[config.mk]
export PLATFORM = sky130hd
export DESIGN_NAME = keypad_scan_ctrl
export DESIGN_NICKNAME = d
export VERILOG_FILES = /design/src/rtl/keypad_pkg.sv /design/src/rtl/keypad_debounce_cnt.sv /design/src/rtl/keypad_scan_ctrl.sv
export SDC_FILE = /design/constraint.sdc
export NUM_CORES = 1
export LEC_CHECK = 0
export BUFFER_PORTS_ARGS = -buffer_cell sky130_fd_sc_hd__buf_2
export CAP_MARGIN = 25
export CORE_UTILIZATION = 30
export CTS_CLUSTER_DIAMETER = 50
export CTS_CLUSTER_SIZE = 30
export DETAILED_ROUTE_END_ITERATION = 10
export PLACE_DENSITY = 0.57
export SLEW_MARGIN = 20
export SYNTH_ARGS = -nofsm -noshare
export SYNTH_HDL_FRONTEND = slang
export SYNTH_SLANG_ARGS = --single-unit
export TNS_END_PERCENT = 5
[constraint.sdc]
create_clock -name clk -period 3 [get_ports clk]
set_input_delay 0.45 -clock clk [delete_from_list [all_inputs] [get_ports clk]]
set_output_delay 0.45 -clock clk [all_outputs]
set_load 0.05 [all_outputs]
[src/rtl/keypad_pkg.sv]
// rtl/keypad_pkg.sv - shared states, key map and defaults for the keypad scanner
package keypad_pkg;

  typedef enum logic [1:0] {
    SCAN     = 2'd0,
    DEBOUNCE = 2'd1,
    HELD     = 2'd2,
    RELEASE  = 2'd3
  } state_t;

  localparam int DEFAULT_SCAN_DIV        = 1000;
  localparam int DEFAULT_DEBOUNCE_CYCLES = 50000;

  // Indexed by {row, col}; row 3 carries the E 0 F D bottom line of the pad.
  localparam logic [3:0] KEYMAP [16] = '{
    4'h1, 4'h2, 4'h3, 4'hA,
    4'h4, 4'h5, 4'h6, 4'hB,
    4'h7, 4'h8, 4'h9, 4'hC,
    4'hE, 4'h0, 4'hF, 4'hD
  };

  function automatic logic [3:0] key_code(input logic [1:0] r, input logic [1:0] c);
    return KEYMAP[{r, c}];
  endfunction

  function automatic int max_int(input int a, input int b);
    return (a > b) ? a : b;
  endfunction

endpackage

[src/rtl/keypad_debounce_cnt.sv]
// rtl/keypad_debounce_cnt.sv - enable/clear counter shared by scan window, press and release debounce
module keypad_debounce_cnt #(
  parameter int WIDTH = 16
) (
  input  logic             clk,
  input  logic             reset,
  input  logic             en,
  input  logic             clr,
  input  logic [WIDTH-1:0] limit,
  output logic             done
);

  logic [WIDTH-1:0] count;

  // done flags the enabled cycle whose increment would reach limit
  assign done = en && (count == (limit - WIDTH'(1)));

  // Counter self-clears on done so it never wraps and each window starts at zero
  always_ff @(posedge clk or negedge reset) begin
    if (!reset) begin
      count <= '0;
    end else if (clr || done) begin
      count <= '0;
    end else if (en) begin
      count <= count + WIDTH'(1);
    end
  end

endmodule

[src/rtl/keypad_scan_ctrl.sv]
// rtl/keypad_scan_ctrl.sv - 4x4 keypad column scanner with debounce; KEYPAD_INTERNAL_SYNC_EN adds a row synchronizer
module keypad_scan_ctrl
  import keypad_pkg::*;
#(
  parameter int SCAN_DIV        = DEFAULT_SCAN_DIV,
  parameter int DEBOUNCE_CYCLES = DEFAULT_DEBOUNCE_CYCLES
) (
  input  logic       clk,
  input  logic       reset,
  input  logic [3:0] rows_n,
  output logic [3:0] cols_n,
  output logic [3:0] key,
  output logic       key_valid,
  output logic       key_pressed
);

  localparam int CNT_MAX = max_int(SCAN_DIV, DEBOUNCE_CYCLES);
  localparam int CW      = $clog2(CNT_MAX + 1);
  localparam logic [CW-1:0] SCAN_LIMIT = CW'(SCAN_DIV);
  localparam logic [CW-1:0] DB_LIMIT   = CW'(DEBOUNCE_CYCLES);

  logic [3:0]    rows_s;
  state_t        state, state_d;
  logic [1:0]    col, col_d;
  logic [1:0]    row, row_d;
  logic [3:0]    key_d;
  logic          key_valid_d;
  logic          cnt_en, cnt_clr, cnt_done;
  logic [CW-1:0] cnt_limit;
  logic          row_hi;
  logic          low_any;
  logic [1:0]    low_row;

`ifdef KEYPAD_INTERNAL_SYNC_EN
  logic [3:0] sync_q1, sync_q2;

  // Two-flop synchronizer; idle (all released) value on reset
  always_ff @(posedge clk or negedge reset) begin
    if (!reset) begin
      sync_q1 <= 4'b1111;
      sync_q2 <= 4'b1111;
    end else begin
      sync_q1 <= rows_n;
      sync_q2 <= sync_q1;
    end
  end

  assign rows_s = sync_q2;
`else
  assign rows_s = rows_n;
`endif

  assign row_hi      = rows_s[row];
  assign low_any     = ~&rows_s;
  assign cols_n      = ~(4'b0001 << col);
  assign key_pressed = (state == HELD) || (state == RELEASE);

  // Lowest-index low row wins when several rows are low together
  always_comb begin
    low_row = 2'd3;
    if (!rows_s[0])      low_row = 2'd0;
    else if (!rows_s[1]) low_row = 2'd1;
    else if (!rows_s[2]) low_row = 2'd2;
  end

  keypad_debounce_cnt #(
    .WIDTH (CW)
  ) u_cnt (
    .clk   (clk),
    .reset (reset),
    .en    (cnt_en),
    .clr   (cnt_clr),
    .limit (cnt_limit),
    .done  (cnt_done)
  );

  // Next-state logic; only the latched row is watched once a column is frozen
  always_comb begin
    state_d     = state;
    col_d       = col;
    row_d       = row;
    key_d       = key;
    key_valid_d = 1'b0;
    cnt_en      = 1'b0;
    cnt_clr     = 1'b0;
    cnt_limit   = DB_LIMIT;
    case (state)
      SCAN: begin
        cnt_limit = SCAN_LIMIT;
        cnt_en    = 1'b1;
        if (cnt_done) begin
          if (low_any) begin
            row_d   = low_row;
            state_d = DEBOUNCE;
          end else begin
            col_d = col + 2'd1;
          end
        end
      end
      DEBOUNCE: begin
        if (row_hi) begin
          cnt_clr = 1'b1;
          col_d   = col + 2'd1;
          state_d = SCAN;
        end else begin
          cnt_en = 1'b1;
          if (cnt_done) begin
            key_d       = key_code(row, col);
            key_valid_d = 1'b1;
            state_d     = HELD;
          end
        end
      end
      HELD: begin
        if (row_hi) begin
          cnt_clr = 1'b1;
          state_d = RELEASE;
        end
      end
      RELEASE: begin
        if (!row_hi) begin
          cnt_clr = 1'b1;
          state_d = HELD;
        end else begin
          cnt_en = 1'b1;
          if (cnt_done) begin
            col_d   = col + 2'd1;
            state_d = SCAN;
          end
        end
      end
      default: begin
        cnt_clr = 1'b1;
        state_d = SCAN;
      end
    endcase
  end

  // State, column/row latches and key outputs
  always_ff @(posedge clk or negedge reset) begin
    if (!reset) begin
      state     <= SCAN;
      col       <= 2'd0;
      row       <= 2'd0;
      key       <= 4'h0;
      key_valid <= 1'b0;
    end else begin
      state     <= state_d;
      col       <= col_d;
      row       <= row_d;
      key       <= key_d;
      key_valid <= key_valid_d;
    end
  end

endmodule

==> run metrics, run 1 <==
grt total ovfl 0; DR vias/cell 4.87; CTS tree done; clock group share of total power 0.358; DR WL/cell 12.5 um; I/O Buffers 15; Area Overhead vs Synth 10.7%; Setup crit end kind register; row count 27; CORE AREA 5610 um2; Syn Inst Count 183; Clock Path Buffers 2; Util after Layout 0.351; cell taking the most area after synthesis dfrtp_1; total wire length 3.39 mm; compound-cell area share of the yosys netlist 0.103; Netlist Area Pre-Place 1780 um2; Final Max Tran Viols 0; sequential area share after synthesis 0.380; Adder-Cell Fraction of Synth Area 0.0844; initial core utilization 0.317; kind of critical path register to register; outcome finished, final reports clean; Slew @ Worst Pin 0.641 ns; Mapped Nets 201; DRC Markers 0; largest family of logic cells by synthesized area simple AND/OR/NAND/NOR gates; number of global-route vias before repair 1240; pin count of the biggest net entering global routing 28; Vias 1319; chip height 79.0 um; Final #Nets 218; RSZ-0062 raised after global routing no; commonest cells in the netlist dfrtp_1, nor2_1, inv_1; postcts setup bufs 0; Switching Fraction 0.222; EDFF count, synth 0; TritonCTS buffer count 3; arrival time of the worst setup path 2.78 ns; Synth cell types 44; CTS resizes 0; Worst-Skew Late Latency 0.27 ns; Max Cap Viol 0; DIE WIDTH 79.0 um; RD Place Congestion 0.758; Worst EP required 3.17 ns; first-pass GRT wire length 5.78 mm; DRT Pass-1 Iters 4; die footprint 6240 um2; placed cells 267; DRT antenna net count 0; Fill cells 608; Final Setup Violations 0; crit start category register; Final Critical Period 2.61 ns; sequential share of power 0.612; clk_skew 0.00286 ns; synth warn 0; P per Cell Area 302 nW/um2; peak supply drop 0.284 mV; Placed Area 1920 um2; Post-DP HPWL 2.43 mm; Fin Setup TNS 0 ns; most frequent cell after synthesis dfrtp_1; mux contribution to synthesized area 0.0802; post-synth top area share 0.380; Diodes inserted 0; H-tree Lvls 1; most used flip-flop cell after synthesis dfrtp_1; syn_area_per_cell 9.72 um2; GRT Total Usage 0.118; share of layout cells above drive strength 1 0.176; initial antenna violation count 0; endpoints failing hold 0; critical path peak fanout 12; largest cells by area after synthesis dfrtp_1, ha_1, xor2_1; Layout Cells excl Fill 271; Simple-Gate Fraction of Synth Area 0.226; Slew headroom 0.572; DRT iter0 DRCs 64; final worst-path cycle share 0.870; leak pwr 0.000979 uW; combinational fraction of design power 0.031; Synth Register Bits 27; f_max 0.383 GHz; CTS Hold Buffers Added 0; total net switching power 132 uW; Post-Synth XOR/XNOR Area 0.0739; CTS sink count 27; I/O Pins 16; P_int 462 uW; Worst-path clk slew 0.10 ns; Hold WC Path Type input pin to asynchronous set/reset pin; Synth async-reset ratio 1.00; final instance area 1970 um2; clk root buf clkbuf_8
final timing paths:
kind,startpoint,end,slack (ns),cells after the start
min reg2reg,key[1],key[1],0.51,1
min in group clk,rows_n[0],row[1],0.43,3
max,state[0],col[1],0.39,8
max in group asynchronous,reset,u_cnt.count[0],2.40,1
max reg2reg,state[0],col[1],0.39,8
min,reset,row[1],0.19,1
power by group through the flow:
stage / clock (uW) / combinational [uW] / sequential (uW)
after floorplan: 0 / 7.34 / 371
after global placement: 0 / 18.8 / 371
after detailed placement: 0 / 19.0 / 371
after CTS: 223 / 19.0 / 364
after global routing: 234 / 21.5 / 364
final: 213 / 18.2 / 364
placed cells by master (no fill, tap or decap), types with 2 or more instances in the layout:
cell and count:
nand3_1 8, inv_1 15, dfrtp_1 27, nor2b_1 2, nand2_1 8, or2_2 2
nand4_1 6, a211oi_1 3, nand2b_1 3, and3_1 5, o21ai_0 8, clkbuf_8 3
xor2_1 13, buf_2 15, ha_1 12, nor2_1 22, nand3b_1 2, and4_1 4
a21oi_1 6, xnor2_1 2, buf_4 2, mux2_2 2, mux2i_1 6, a41oi_1 2
registers in the layout, indices dropped and copies added, names as in the netlist, named ones only:
signal and cells:
col 2, key 4, row 2, u_cnt.count 16, key_valid 1, state 1
worst max-delay path, stage by stage (launching register included):
cell	delay, ns
dfrtp_1	0.51
inv_1	0.15
ha_1	0.28
nor4b_1	0.30
nand3_1	0.14
a211oi_1	0.38
and3_4	0.26
o221a_4	0.20
mux2_4	0.29
cell families after synthesis:
| family | Yosys count |
|---|---|
| buf+inv | 20 |
| flops | 27 |
| compound gates | 26 |
| mux | 11 |
| xor+xnor | 15 |
| simple gates | 72 |
| fa+ha+maj | 12 |
cell type report:
type                       count  area, um2  share of cell area
clock buffer                   3       41.3              0.0210
clock inverter                 1       5.00             0.00254
inverter                      15       56.3              0.0286
multi-input combinational    136       1010               0.513
sequential                    27        676               0.343
tap                           72       90.1              0.0458
timing repair buffer          17       90.1              0.0458
stage by stage:
| step | total power [uW] | hold slack (ns) | setup slack, ns |
|---|---|---|---|
| finish | 594 | 0.186 | 0.389 |
| global route | 619 | 0.234 | 0.205 |
| CTS | 606 | 0.208 | 0.373 |
| detailed placement | 390 | 0.497 | 0.440 |
| global placement | 390 | 0.493 | 0.512 |
| floorplan | 378 | 0.154 | 0.600 |
routing by layer:
layer,part of all wire,wire length [um],global-route usage,vias up
li1,-,-,-,666
met1,0.53,1790,0.161,637
met2,0.44,1480,0.186,14
met3,0.029,97,0.0276,2
met4,0.0068,23,0.0273,0
met5,0,0,0,-
Power figures use the tool's default switching activity.
==> inputs of run 2 (changes only) <==
Clock period 3 ns to 3.2 ns, I/O delays scaled along.
==> run 2 against run 1 <==
Compared with the run above:
- utilization shrank 0.16 points
- critical path type unchanged
- global-route usage about the same
- via count shrank 1.2%
- wire length shrank 3.2%
- maximum frequency decreased by 1.1%
- sequential share of layout area is 0.15 points higher
- sequential power shrank 6.3%
- critical path depth is the same
- clock-buffer cell count rose by 1
==> run metrics, run 2 (synthesized netlist as in run 1, its figures left out) <==
Final Setup Violations 0 (unchanged); postcts setup bufs 0 (unchanged); Max Cap Viol 0 (unchanged); final worst-path cycle share 0.825 (was 0.870); Setup crit end kind register (unchanged); clk root buf clkbuf_8 (unchanged); initial core utilization 0.317 (unchanged); Worst-Skew Late Latency 0.27 ns (about the same); pre-CTS WS 0.570 ns (was 0.440 ns); critical path peak fanout 14 (was 12); Area Overhead vs Synth 10.2% (was 10.7%); max FFs per register 16 (unchanged); CTS resizes 0 (unchanged); Vias 1303 (was 1319); Fin Setup TNS 0 ns (unchanged); DR WL/cell 12.1 um (was 12.5 um); first-pass GRT wire length 5.77 mm (was 5.78 mm); die footprint 6240 um2 (unchanged); top flop regs u_cnt.count x16, key x4 (unchanged); final instance area 1960 um2 (was 1970 um2); Slew headroom 0.595 (was 0.572); Diodes inserted 0 (unchanged); Pwr Total 551 uW (was 594 uW); Worst R2R Start state[0] (unchanged); combinational fraction of design power 0.030 (was 0.031); CORE AREA 5610 um2 (unchanged); Post-DP HPWL 2.40 mm (was 2.43 mm); crit start category register (unchanged); grt total ovfl 0 (unchanged); DRT antenna net count 0 (unchanged); CTS Hold Buffers Added 0 (unchanged); share of layout cells above drive strength 1 0.167 (was 0.176); CTS sink count 27 (unchanged); placed cells 266 (was 267); DIE WIDTH 79.0 um (unchanged); most common cell after layout, fill and taps aside dfrtp_1 (unchanged); Worst-path clk slew 0.09 ns (was 0.10 ns); Worst EP required 3.34 ns (was 3.17 ns); Final WS setup 0.559 ns (was 0.389 ns); I/O Buffers 15 (unchanged); Final #Nets 217 (was 218); Placed Area 1910 um2 (was 1920 um2); Switching Fraction 0.210 (was 0.222); Final Max Tran Viols 0 (unchanged); peak supply drop 0.174 mV (was 0.284 mV); DRT Pass-1 Iters 4 (unchanged); Layout Cells excl Fill 270 (was 271); Slew @ Worst Pin 0.608 ns (was 0.641 ns); Worst R2R Setup Slack 0.56 ns (was 0.39 ns); P per Cell Area 281 nW/um2 (was 302 nW/um2); f_max 0.379 GHz (was 0.383 GHz); total net switching power 116 uW (was 132 uW); Hold WC Path Type input pin to asynchronous set/reset pin (unchanged); I/O Pins 16 (unchanged); DRC Markers 0 (unchanged); number of global-route vias before repair 1280 (was 1240); RSZ-0062 raised after global routing no (unchanged); clock group share of total power 0.351 (was 0.358); GRT Total Usage 0.117 (was 0.118); P_int 435 uW (was 462 uW); total wire length 3.28 mm (was 3.39 mm); DR vias/cell 4.83 (was 4.87); kind of critical path register to register (unchanged); R2R depth 8 (unchanged); clk_skew 0.00556 ns (was 0.00286 ns); arrival time of the worst setup path 2.78 ns (about the same); TritonCTS buffer count 3 (unchanged); chip height 79.0 um (unchanged); commonest non-fill, non-tap cells in the layout dfrtp_1, nor2_1, inv_1, buf_2, xor2_1 (unchanged); pin count of the biggest net entering global routing 28 (unchanged); RD Place Congestion 0.781 (was 0.758); Biggest register u_cnt.count (unchanged); sequential share of power 0.619 (was 0.612); leak pwr 0.000971 uW (was 0.000979 uW); outcome finished, final reports clean (unchanged); Final Critical Period 2.64 ns (was 2.61 ns); DRT iter0 DRCs 33 (was 64); H-tree Lvls 1 (unchanged); CTS tree done (unchanged); initial antenna violation count 0 (unchanged); endpoints failing hold 0 (unchanged); R2R Path End u_cnt.count[14] (was col[1]); Clock Path Buffers 2 (unchanged); row count 27 (unchanged)
[run 2: layout make-up]
type | count | area (um2)
inverters | 15 | 56.3
flip-flops and latches | 27 | 676
well taps | 72 | 90.1
clock buffers | 4 | 45.0
fillers | 588 | 3650
repair buffers | 16 | 82.6
multi-input cells | 136 | 1010
[run 2: worst max-delay path by stage]
stage / cells past startpoint / start / slack (ns) / to
after global placement: 8 / state[0] / 0.65 / u_cnt.count[9]
after global routing: 8 / state[0] / 0.25 / u_cnt.count[4]
after CTS: 8 / state[0] / 0.54 / u_cnt.count[14]
after floorplan: 9 / state[0] / 0.80 / register
after detailed placement: 8 / state[0] / 0.57 / u_cnt.count[6]
final: 8 / state[0] / 0.56 / u_cnt.count[14]
[run 2: critical path, cell delays in order, from the launching register on]
cell and delay, ns:
dfrtp_1 0.51, inv_1 0.15, ha_1 0.27, nor4b_1 0.26, nand3_1 0.12, a211oi_1 0.35, and3_4 0.25, nand2b_1 0.47
nor2_1 0.11
[run 2: power by group through the flow]
stage / logic, uW / registers (uW) / clock network, uW
6_report: 16.8 / 341 / 193
5_1_grt: 20.0 / 341 / 221
4_1_cts: 17.6 / 341 / 203
3_5_place_dp: 17.6 / 348 / 0
3_3_place_gp: 17.6 / 348 / 0
2_1_floorplan: 6.88 / 348 / 0
[run 2: routing by layer]
| metal | up-vias | global-route usage | wire length, um |
|---|---|---|---|
| met4 | 0 | 0.0273 | 23 |
| met3 | 2 | 0.0276 | 94 |
| met5 | - | 0 | 0 |
| met2 | 17 | 0.196 | 1480 |
| li1 | 670 | - | - |
| met1 | 614 | 0.152 | 1680 |
[run 2: through the flow]
step | hold slack, ns | utilization
6_report | 0.209 | 0.349
5_1_grt | 0.256 | 0.349
3_5_place_dp | 0.506 | 0.341
3_3_place_gp | 0.488 | 0.341
2_1_floorplan | 0.184 | -
4_1_cts | 0.234 | 0.349
==> inputs of run 3 (changes only) <==
Settings changed: ABC_AREA from default to 1.
Clock period 3.2 ns to 2.5 ns, I/O delays scaled along.
==> run 3 against run 2 <==
Compared with the run above:
- worst setup slack worse by 0.21 ns
- die area is 7.7% higher
- via count is 23% higher
- critical endpoint is now u_cnt.count[10]
- utilization is 0.18 points lower
- clock-buffer cell count is 1 lower
- synthesized cell count is 39% higher
- largest power group unchanged
- non-clock buffer count is 1 lower
- register-to-register slack worse by 0.21 ns
- clock skew is 0.0026 ns higher
- cell count is 28% higher
- critical path depth is 4 higher
- first-iteration DRC count is 140% higher
==> run metrics, run 3 <==
commonest non-fill, non-tap cells in the layout nand2_1, dfrtp_1, inv_1, nor2_1, nand3_1 (was dfrtp_1, nor2_1, inv_1, buf_2, xor2_1); placed cells 342 (was 266); Final #Nets 290 (was 217); Final Critical Period 2.15 ns (was 2.64 ns); CP max stage delay 0.52 ns (was 0.51 ns); Worst-path clk slew 0.10 ns (was 0.09 ns); peak supply drop 0.192 mV (was 0.174 mV); Synth Register Bits 27 (unchanged); GRT Total Usage 0.127 (was 0.117); endpoints failing hold 0 (unchanged); Max Cap Viol 0 (unchanged); Area Overhead vs Synth 9.85% (was 10.2%); Worst-Skew Late Latency 0.28 ns (was 0.27 ns); RSZ-0062 raised after global routing no (unchanged); initial core utilization 0.316 (was 0.317); postcts setup bufs 0 (unchanged); H-tree Lvls 1 (unchanged); I/O Buffers 15 (unchanged); CP max stage cell dfrtp_1 (unchanged); Netlist Area Pre-Place 1920 um2 (was 1780 um2); Mapped Nets 273 (was 201); Post-DP HPWL 2.98 mm (was 2.40 mm); DR WL/cell 11.5 um (was 12.1 um); most common cell after layout, fill and taps aside nand2_1 (was dfrtp_1); die footprint 6720 um2 (was 6240 um2); DIE WIDTH 82.0 um (was 79.0 um); grt total ovfl 0 (unchanged); I/O Pins 16 (unchanged); crit start category register (unchanged); outcome finished, final reports clean (unchanged); DRC Markers 0 (unchanged); clk_skew 0.00815 ns (was 0.00556 ns); kind of critical path register to register (unchanged); Clock Path Buffers 2 (unchanged); P per Cell Area 341 nW/um2 (was 281 nW/um2); Layout Cells excl Fill 346 (was 270); TritonCTS buffer count 3 (unchanged); post-synth top area share 0.352 (was 0.380); Setup crit end kind register (unchanged); final worst-path cycle share 0.860 (was 0.825); total wire length 3.98 mm (was 3.28 mm); CTS tree done (unchanged); final instance area 2110 um2 (was 1960 um2); chip height 82.0 um (was 79.0 um); CORE AREA 6060 um2 (was 5610 um2); Final Setup Violations 0 (unchanged); pre-CTS WS 0.384 ns (was 0.570 ns); CTS sink count 27 (unchanged); DRT antenna net count 0 (unchanged); Biggest register u_cnt.count (unchanged); Hold WC Path Type input pin to asynchronous set/reset pin (unchanged); critical path peak fanout 10 (was 14); first-pass GRT wire length 6.68 mm (was 5.77 mm); syn_area_per_cell 7.52 um2 (was 9.72 um2); Synth async-reset ratio 1.00 (unchanged); most frequent cell after synthesis nand2_1 (was dfrtp_1); DRT Pass-1 Iters 4 (unchanged); RD Place Congestion 0.809 (was 0.781); commonest cells in the netlist nand2_1, dfrtp_1, inv_1, nor2_1, nand3_1 (was dfrtp_1, nor2_1, inv_1); number of global-route vias before repair 1463 (was 1280); f_max 0.465 GHz (was 0.379 GHz); DR vias/cell 4.65 (was 4.83); Diodes inserted 0 (unchanged); CTS Hold Buffers Added 0 (unchanged); Slew @ Worst Pin 0.648 ns (was 0.608 ns); leak pwr 0.00108 uW (was 0.000971 uW); EDFF count, synth 0 (unchanged); row count 28 (was 27); Placed Area 2060 um2 (was 1910 um2); CTS resizes 0 (unchanged); critical path cell sequence inv_1, ha_1, inv_1, nand3_1, o21ai_0, nand2_1, nor2_2, nand3_4, nand2_4, inv_4, nand3b_1, nand2_1 (was inv_1, ha_1, nor4b_1, nand3_1, a211oi_1, and3_4, nand2b_1, nor2_1); top flop regs u_cnt.count x16, key x4 (unchanged); Worst EP required 2.67 ns (was 3.34 ns); share of layout cells above drive strength 1 0.129 (was 0.167); initial antenna violation count 0 (unchanged); Slew headroom 0.568 (was 0.595); Pwr Total 719 uW (was 551 uW); most used flip-flop cell after synthesis dfrtp_1 (unchanged); max FFs per register 16 (unchanged); Final Max Tran Viols 0 (unchanged); synth warn 0 (unchanged); sequential area share after synthesis 0.352 (was 0.380); Vias 1608 (was 1303); Synth cell types 32 (was 44); Final WS setup 0.351 ns (was 0.559 ns); largest cells by area after synthesis dfrtp_1, nand2_1, ha_1 (was dfrtp_1, ha_1, xor2_1); clk root buf clkbuf_8 (unchanged); Fin Setup TNS 0 ns (unchanged); cell taking the most area after synthesis dfrtp_1 (unchanged); DRT iter0 DRCs 78 (was 33); pin count of the biggest net entering global routing 28 (unchanged); arrival time of the worst setup path 2.32 ns (was 2.78 ns); Syn Inst Count 255 (was 183)
run 3: critical path: cells and delay by family (launching register included):
| kind | cells | cell delay, ns |
|---|---|---|
| AND/OR/NAND/NOR | 7 | 0.74 |
| flip-flops | 1 | 0.52 |
| adder cells (fa/ha/maj) | 1 | 0.27 |
| AO/OA/AOI/OAI | 1 | 0.15 |
| buffers and inverters | 3 | 0.37 |
run 3: cell type report:
| cell class | instances | area [um2] |
|---|---|---|
| clock buffer | 3 | 41.3 |
| clock inverter | 1 | 5.00 |
| fill | 667 | 3950 |
| inverter | 30 | 120 |
| multi-input combinational | 195 | 1100 |
| sequential | 27 | 676 |
| tap | 75 | 93.8 |
| timing repair buffer | 15 | 75.1 |
run 3: layer usage:
metal / part of all wire / track usage
met4: 0.0095 / 0.0316
met3: 0.020 / 0.00667
met2: 0.44 / 0.201
met5: 0 / 0
met1: 0.53 / 0.186
run 3: kinds of logic after synthesis:
logic type | share of synthesized area
AND/OR/NAND/NOR | 0.376
buffers and inverters | 0.0763
flip-flops | 0.352
AO/OA/AOI/OAI | 0.0620
XOR/XNOR | 0.0548
adder cells (fa/ha/maj) | 0.0783
run 3: worst paths after layout:
path,endpoint,cells after the start,from,slack (ns)
max,u_cnt.count[10],12,state[0],0.35
min,row[0],1,reset,0.11
max reg2reg,u_cnt.count[10],12,state[0],0.35
min reg2reg,key[2],2,key[2],0.49
max in group asynchronous,u_cnt.count[10],1,reset,1.97
min in group clk,row[1],3,rows_n[0],0.37
run 3: stage by stage:
| stage | hold slack, ns | utilization |
|---|---|---|
| global route | 0.165 | 0.348 |
| finish | 0.107 | 0.348 |
| detailed placement | 0.450 | 0.340 |
| floorplan | 0.0794 | - |
| CTS | 0.145 | 0.348 |
| global placement | 0.443 | 0.340 |
run 3: where the power goes:
group | internal, uW | total (uW) | switching, uW
combinational | 5.39 | 21.6 | 16.3
sequential | 436 | 436 | 0
clock | 112 | 261 | 149
